[src/rtl/key_note_tracker.sv]
// Purpose: scan NUM_KEYS key lines per trigger strobe, track the active note and its hold time, emit note records.
// Latency: all outputs update on the clk_in edge that samples trigger=1 (one cycle after the sampled inputs).
// Backpressure: one-entry event register; held stable while ev_ready=0, new events dropped when full (ev_overflow).
//
// Ports:
//   clk_in, rst_in            clock, synchronous active-high reset
//   keys_in, trigger          debounced key levels, one-cycle sample strobe
//   counter, key_played,      live press index (1..SEQ_LEN wrapping), key of last press,
//   note_duration             live duration of the active note in units of TICKS_PER_UNIT strobes
//   ev_valid/ev_ready         note-event handshake; ev_key/ev_duration/ev_index record fields
//   ev_overflow               sticky drop flag, cleared only by reset
//
// Build option: define KEY_NOTE_END_EVENT_EN to emit events when a note ends (release or
// pre-emption) instead of at press start.
module key_note_tracker #(
  parameter int NUM_KEYS       = 8,
  parameter int SEQ_LEN        = 8,
  parameter int TICKS_PER_UNIT = 60,
  parameter int DUR_W          = 3,
  localparam int KW            = $clog2(NUM_KEYS),
  localparam int CW            = $clog2(SEQ_LEN + 1)
) (
  input  logic                clk_in,
  input  logic                rst_in,
  input  logic [NUM_KEYS-1:0] keys_in,
  input  logic                trigger,
  output logic [CW-1:0]       counter,
  output logic [KW-1:0]       key_played,
  output logic [DUR_W-1:0]    note_duration,
  output logic                ev_valid,
  input  logic                ev_ready,
  output logic [KW-1:0]       ev_key,
  output logic [DUR_W-1:0]    ev_duration,
  output logic [CW-1:0]       ev_index,
  output logic                ev_overflow
);

  localparam int TW = $clog2(TICKS_PER_UNIT);
  localparam logic [DUR_W-1:0] DUR_MAX = {DUR_W{1'b1}};

  typedef enum logic {IDLE, HOLD} state_t;

  state_t               state_q, state_d;
  logic [NUM_KEYS-1:0]  prev_q;
  logic [KW-1:0]        act_q, act_d;
  logic [TW-1:0]        tick_q, tick_d;
  logic [CW-1:0]        counter_d;
  logic [KW-1:0]        key_d;
  logic [DUR_W-1:0]     dur_d;

  logic [NUM_KEYS-1:0]  rise;
  logic                 press;
  logic [KW-1:0]        press_key;
  logic                 held;

  logic                 gen;
  logic [KW-1:0]        gen_key;
  logic [DUR_W-1:0]     gen_dur;
  logic [CW-1:0]        gen_idx;

  always_comb begin
    rise      = keys_in & ~prev_q;
    press     = |rise;
    held      = keys_in[act_q];
    // Scan downwards so the lowest-index rising key wins.
    press_key = '0;
    for (int i = NUM_KEYS - 1; i >= 0; i--) begin
      if (rise[i]) press_key = KW'(i);
    end

    state_d   = state_q;
    act_d     = act_q;
    tick_d    = tick_q;
    counter_d = counter;
    key_d     = key_played;
    dur_d     = note_duration;
    gen       = 1'b0;
    gen_key   = '0;
    gen_dur   = '0;
    gen_idx   = '0;

    if (trigger) begin
      if (press) begin
        // A new press always starts a note, pre-empting any active one.
        state_d   = HOLD;
        act_d     = press_key;
        tick_d    = '0;
        counter_d = (counter == CW'(SEQ_LEN)) ? CW'(1) : counter + CW'(1);
        key_d     = press_key;
        dur_d     = '0;
      end else if (state_q == HOLD) begin
        if (held) begin
          if (tick_q == TW'(TICKS_PER_UNIT - 1)) begin
            tick_d = '0;
            if (note_duration != DUR_MAX) dur_d = note_duration + DUR_W'(1);
          end else begin
            tick_d = tick_q + TW'(1);
          end
        end else begin
          // Release: note_duration is left showing the final value.
          state_d = IDLE;
        end
      end

`ifdef KEY_NOTE_END_EVENT_EN
      // A note ends on release or pre-emption; no unit can complete on that
      // edge because ticking only happens with no rise and the key held.
      if (state_q == HOLD && (press || !held)) begin
        gen     = 1'b1;
        gen_key = act_q;
        gen_dur = note_duration;
        gen_idx = counter;
      end
`else
      if (press) begin
        gen     = 1'b1;
        gen_key = press_key;
        gen_dur = '0;
        gen_idx = counter_d;
      end
`endif
    end
  end

  always_ff @(posedge clk_in) begin
    if (rst_in) begin
      state_q       <= IDLE;
      prev_q        <= '0;
      act_q         <= '0;
      tick_q        <= '0;
      counter       <= '0;
      key_played    <= '0;
      note_duration <= '0;
      ev_valid      <= 1'b0;
      ev_key        <= '0;
      ev_duration   <= '0;
      ev_index      <= '0;
      ev_overflow   <= 1'b0;
    end else begin
      state_q       <= state_d;
      act_q         <= act_d;
      tick_q        <= tick_d;
      counter       <= counter_d;
      key_played    <= key_d;
      note_duration <= dur_d;
      if (trigger) prev_q <= keys_in;

      // Load when the entry is empty or being drained on this edge, so an
      // accept and a new event together leave ev_valid high with no bubble.
      if (gen) begin
        if (!ev_valid || ev_ready) begin
          ev_valid    <= 1'b1;
          ev_key      <= gen_key;
          ev_duration <= gen_dur;
          ev_index    <= gen_idx;
        end else begin
          ev_overflow <= 1'b1;
        end
      end else if (ev_ready) begin
        ev_valid <= 1'b0;
      end
    end
  end

endmodule
[config.mk]
export PLATFORM = sky130hd
export DESIGN_NAME = key_note_tracker
export DESIGN_NICKNAME = d
export VERILOG_FILES = /design/src/rtl/key_note_tracker.sv
export SDC_FILE = /design/constraint.sdc
export NUM_CORES = 1
export LEC_CHECK = 0
export BUFFER_PORTS_ARGS = -buffer_cell sky130_fd_sc_hd__buf_4
export CAP_MARGIN = 20
export CORE_ASPECT_RATIO = 1.4
export CORE_MARGIN = 4
export CORE_UTILIZATION = 49
export CTS_CLUSTER_SIZE = 40
export DETAILED_ROUTE_END_ITERATION = 8
export HOLD_SLACK_MARGIN = 0.05
export PLACE_DENSITY = 0.71
export SYNTH_ARGS = -nofsm -noshare
export SYNTH_HDL_FRONTEND = slang
export SYNTH_SLANG_ARGS = --single-unit
[constraint.sdc]
create_clock -name clk_in -period 2 [get_ports clk_in]
set_input_delay 0.1 -clock clk_in [delete_from_list [all_inputs] [get_ports clk_in]]
set_output_delay 0.1 -clock clk_in [all_outputs]
set_load 0.03 [all_outputs]
Yosys cells after proc, flatten, opt, wreduce, memory -nomap -nowiden
Cells that the tools add are included.
W data, S select, Z words.

operators by class
  reductions and logical operators = 14
  equality and inequality tests = 4
  multiplexer cells = 33
  $add $sub $neg = 3
  order comparisons = 1
  bitwise logic cells = 3

operators with widths
  cell                   number
  $mux W3                15
  $mux W6                4
  $mux W4                4
  $reduce_bool A2 Y1     5
  $mux W1                9
  $and A8 B8 Y8          1
  $not A8 Y8             1
  $reduce_and A2 Y1      4
  $reduce_or A8 Y1       1
  $add A6 B1 Y6 const B  1
  $eq A6 B6 Y1 const B   1
  $reduce_and A5 Y1      1
  $add A4 B1 Y4 const B  1
  $eq A4 B4 Y1 const B   1
  $lt A3 B4 Y1 const B   1
  $add A3 B1 Y3 const B  1
  $bmux W1 S3            1
  $ne A3 B3 Y1 const B   1
  $reduce_and A3 Y1      1
  $ne A2 B1 Y1 const B   1
  $logic_not A1 Y1       1
  $logic_or A1 B1 Y1     1
  $not A1 Y1             1

storage, ports and cells
  bits in registers = 34
  bits of input ports = 12
  logic and storage cells = 68
  output and inout port bits = 22

Longest topological paths before layout
  depth after elaboration = 12
  depth in mapped cells = 8

Worst setup path after synthesis
No wires, ideal clock.

  path type = register to register
  start = reg act_q[1]
  end = reg tick_q[4]
  buffers on the path = 2
  arrival = 2.080 ns
  path slack = -0.138 ns
  cell stages (with the launch flop) = 8
  period minus slack after synthesis = 2.138 ns
  cells stage by stage = dfxtp_1 clkbuf_1 mux2_2 o311a_1 and3_1 clkbuf_1 o32ai_1 a22o_1

on the way
  cells in the longest elaborated chain, start to end = 4

ends and longest elaborated chain
  item                                 RTL line  source
  start, declared                      45        logic [KW-1:0] act_q, act_d;
  start signal, assigned               141       act_q <= act_d;
  $bmux W1 S3                          64        held = keys_in[act_q];
  $mux W1 (not written as such)        64
  $reduce_bool A2 Y1 (no source line)  -
  $reduce_and A3 Y1 (no source line)   -
  end signal, assigned                 142       tick_q <= tick_d;
  end, declared                        46        logic [TW-1:0] tick_q, tick_d;

No other way between the ends. The select of a mux whose other input is x is not followed.
A chain may end at the register's enable or synchronous reset.

Worst setup path after layout
  start = reg prev_q[1]
  end = reg tick_q[2]

on the way
  cells in the longest elaborated chain, start to end = 5
  elaborated cells between the ends (all ways) = 7
  those cells by class = mux: 1; bitwise: 2; reduce/logical: 4

ends and longest elaborated chain
  item                                 RTL line  source
  start, declared                      44        logic [NUM_KEYS-1:0] prev_q;
  start signal, assigned               146       if (trigger) prev_q <= keys_in;
  $not A8 Y8 (*)                       62        rise = keys_in & ~prev_q;
  $and A8 B8 Y8 (*)                    62
  $reduce_or A8 Y1 (*)                 63        press = |rise;
  $reduce_bool A2 Y1 (no source line)  -
  $reduce_and A3 Y1 (no source line)   -

Mark *: on every way between the ends. The rest lies on a longest branch, timed or not.

==> run summary <==
### Hold path
* **hold endpoint** prev_q[4]
* **min-delay src** keys_in[4]
* **cell depth of the worst hold path** 3
* **Hold Crit Class** input port to flop

### Floorplan
* **die outline area** 4600 µm²
* **initial core utilization** 51.3%
* **die span in x** 58.5 µm
* **Chip Height** 78.7 µm
* **number of primary I/O pins** 34
* **std cell rows** 25
* **placeable core region** 3410 µm²

### Setup path
* **maximum fanout count along the critical path** 7
* **slowest cell delay on critical path** 0.61 ns
* **family with the most delay on the worst path** simple AND/OR/NAND/NOR gates
* **cell repeated most along the worst path** or4_4
* **setup slack on the worst flop-to-flop path** 0.04 ns
* **FF-to-FF path depth** 5
* **data required time at the worst endpoint** 2.24 ns
* **worst flop-to-flop path startpoint** prev_q[1]
* **WP data arrival** 2.20 ns
* **kind of capture point of the worst setup path** flop
* **series of cell instances along the critical path** nor2b_4 -> or4_4 -> or4_4 -> o32ai_1 -> a22o_1
* **launching element type of the critical path** flop
* **count of buffering cells on the critical path with inverters included** 0
* **Worst Setup Path Type** flop to flop
* **slowest cell on the critical path** or4_4
* **RR Endpoint** tick_q[2]

### Synth
* **number of synthesized register bits** 34
* **proportion of netlist area held by the largest area contributor** 38.9%
* **Yosys cell types** 46
* **Post-synth EDFFs** 0
* **share of the yosys chip area belonging to registers** 38.9%
* **proportion of register bits with asynchronous set or reset after synthesis** 0%
* **warning count from the yosys run** 0
* **Most used DFF post-synth** dfxtp_1
* **gate count of the mapped netlist** 201
* **largest area contributor in the synthesized netlist** dfxtp_1
* **Mapped Avg Cell Area** 8.70 µm²
* **largest cells by area after synthesis** dfxtp_1 39%, mux2i_1 6.9%, a21oi_1 4.3%
* **Netlist Area Pre-Place** 1750 µm²

### Timing
* **period utilisation layout** 98.1%
* **setup skew after layout** 0.00964 ns
* **setup repair after global routing missed its margin** yes
* **total count of hold-check failures in the final report** 0
* **Achievable Freq** 510 MHz
* **final worst-path setup slack** 0.0376 ns
* **final count of negative-setup-slack endpoints** 0
* **time the worst path needs with I/O delays and setup** 1.96 ns
* **Max Transition Viols Final** 0

### Placement
* **gp weighted congestion** 0.778
* **HPWL after detailed placement** 3000 µm
* **dpl ws** -0.0125 ns
* **PortBufs** 30

### Finish
* **register area** 684 µm²
* **leading cell types in the layout, fill and taps excluded** 39 x buf_4, 31 x dfxtp_1, 20 x nand2_1
* **area of the multi-input gates** 993 µm²
* **utilization after layout** 62.5%
* **post-synthesis to final-layout area growth** 21.9%
* **final antenna diode count** 0
* **Filler Cell Count** 307
* **commonest non-fill, non-tap cell in the layout** buf_4
* **number of nets in the final layout** 249
* **layout cell share with drive strength beyond 1** 27.0%

### Routing
* **Pre-antenna DRT Iters** 4
* **vias per cell** 5.67
* **final antenna-violating net count** 0
* **number of DRC violations after detailed routing** 0
* **final wirelength** 4050 µm
* **DR vias** 1547
* **mean routed wirelength per cell** 14.8 µm
* **violation count after the first detailed-routing iteration** 49

### GRT
* **number of antenna violations at the first check in global routing** 0
* **number of global-route vias before repair** 1603
* **total congestion overflow** 0
* **largest net degree at the start of global routing** 38
* **wire length of the first global-routing pass** 7000 µm
* **Overall Global Routing Usage** 19.5%

### Job
* **max-cap check violation count** 0

### Clock tree
* **clock tree from TritonCTS** done
* **number of sinks handled by clock tree synthesis** 34
* **clock transition time at the flip-flop clock pins of the worst setup and hold paths** 0.07 ns
* **clock root cell** clkbuf_8
* **post-CTS repair timing setup buffer count** 0
* **Clock Tree Buf Depth** 2
* **Clk Latency, worst-skew pair** 0.29 ns
* **H-tree levels** 2
* **hold buffer count at CTS** 0
* **clock buffer count from CTS** 5

### Power
* **Total Power Consumption** 1.53 mW
* **leakage** 0.917 nW
* **peak supply drop** 0.000581 V
* **P per Cell Area** 719 nW/µm²

### Run status
* **result of the run** completed

-- timing repair --
| item | CTS | global route |
|---|---|---|
| pin swaps | 0 | 3 |
| gates resized for setup | 1 | 7 |
| setup endpoints to repair | 3 | 7 |
-- logic make-up (layout without fill, tap and decap cells) --
group / count (synthesis) / after routing / synth area share, %
other: 1 / 3 / 0.215
xor gates and xnor gates: 1 / 1 / 0.501
muxes: 15 / 15 / 8.80
buffers and inverters: 22 / 52 / 6.23
and+or+nand+nor: 82 / 82 / 25.4
AOI/OAI and AO/OA: 41 / 41 / 16.3
DFF: 34 / 34 / 38.9
adders and majority gates: 5 / 5 / 3.58
-- how the worst max path moves through the flow --
stage	cells after the start	startpoint	endpoint	slack, ns
finish	5	prev_q[1]	tick_q[2]	0.04
CTS	5	prev_q[6]	tick_q[4]	0.03
global placement	5	prev_q[1]	tick_q[4]	0.05
floorplan	7	prev_q[1]	tick_q[4]	0.009
global route	5	prev_q[1]	tick_q[3]	-0.002
detailed placement	5	prev_q[1]	tick_q[4]	-0.01
-- synth_stat cells, drive strengths merged (3+ instances only) --
cell type and instances:
a211oi 3, a21oi 15, a22o 3, and3 4
buf 8, clkbuf 9, dfxtp 34, ha 5
inv 5, mux2 3, mux2i 12, nand2 20
nand2b 4, nand3 7, nor2 18, nor2b 13
nor3 3, nor4b 3, o21ai 3, o32ai 3
or4 3
-- sequential cells by signal, summed over array words and instances (netlist names) --
name / cells
prev_q: 8
tick_q: 6
counter: 4
ev_index: 4
act_q: 3
ev_key: 3
note_duration: 3
ev_overflow: 1
ev_valid: 1
state_q: 1
-- metal layers --
metal	global-route usage (%)	share of wire (%)	vias up
met1	19.8	41	748
met2	35.9	53	23
met4	8.12	1.7	0
li1	-	-	770
met5	0	0	-
met3	5.26	4.0	6
-- through the flow --
step | instances | TNS, ns | cell area [µm²] | hold slack (ns)
after floorplan | 203 | 0 | 1760 | 0.247
after global placement | 265 | 0 | 2010 | 0.351
after detailed placement | 265 | -0.0125 | 2010 | 0.364
after CTS | 273 | 0 | 2100 | 0.0648
after global routing | 273 | -0.00300 | 2130 | 0.0928
final | 273 | 0 | 2130 | 0.0676
-- worst reg2reg max path, stage by stage (launching register included) --
cell and delay, ns:
dfxtp_2 0.35, nor2b_4 0.05, or4_4 0.57, or4_4 0.61, o32ai_1 0.17, a22o_1 0.17
-- power by group --
part / internal (mW) / total (mW) / leakage (nW) / switching (mW)
clock network: 0.278 / 0.524 / 0.0482 / 0.246
registers: 0.709 / 0.734 / 0.279 / 0.0248
logic: 0.114 / 0.274 / 0.589 / 0.160
-- final cells by class --
type / instances / area share (%)
inverter: 5 / 0.881
sequential: 34 / 32.1
timing repair buffer: 39 / 13.7
tap: 40 / 2.35
clock inverter: 1 / 0.235
clock buffer: 7 / 4.05
multi-input combinational: 147 / 46.6
(Power assumes the default switching activity.)
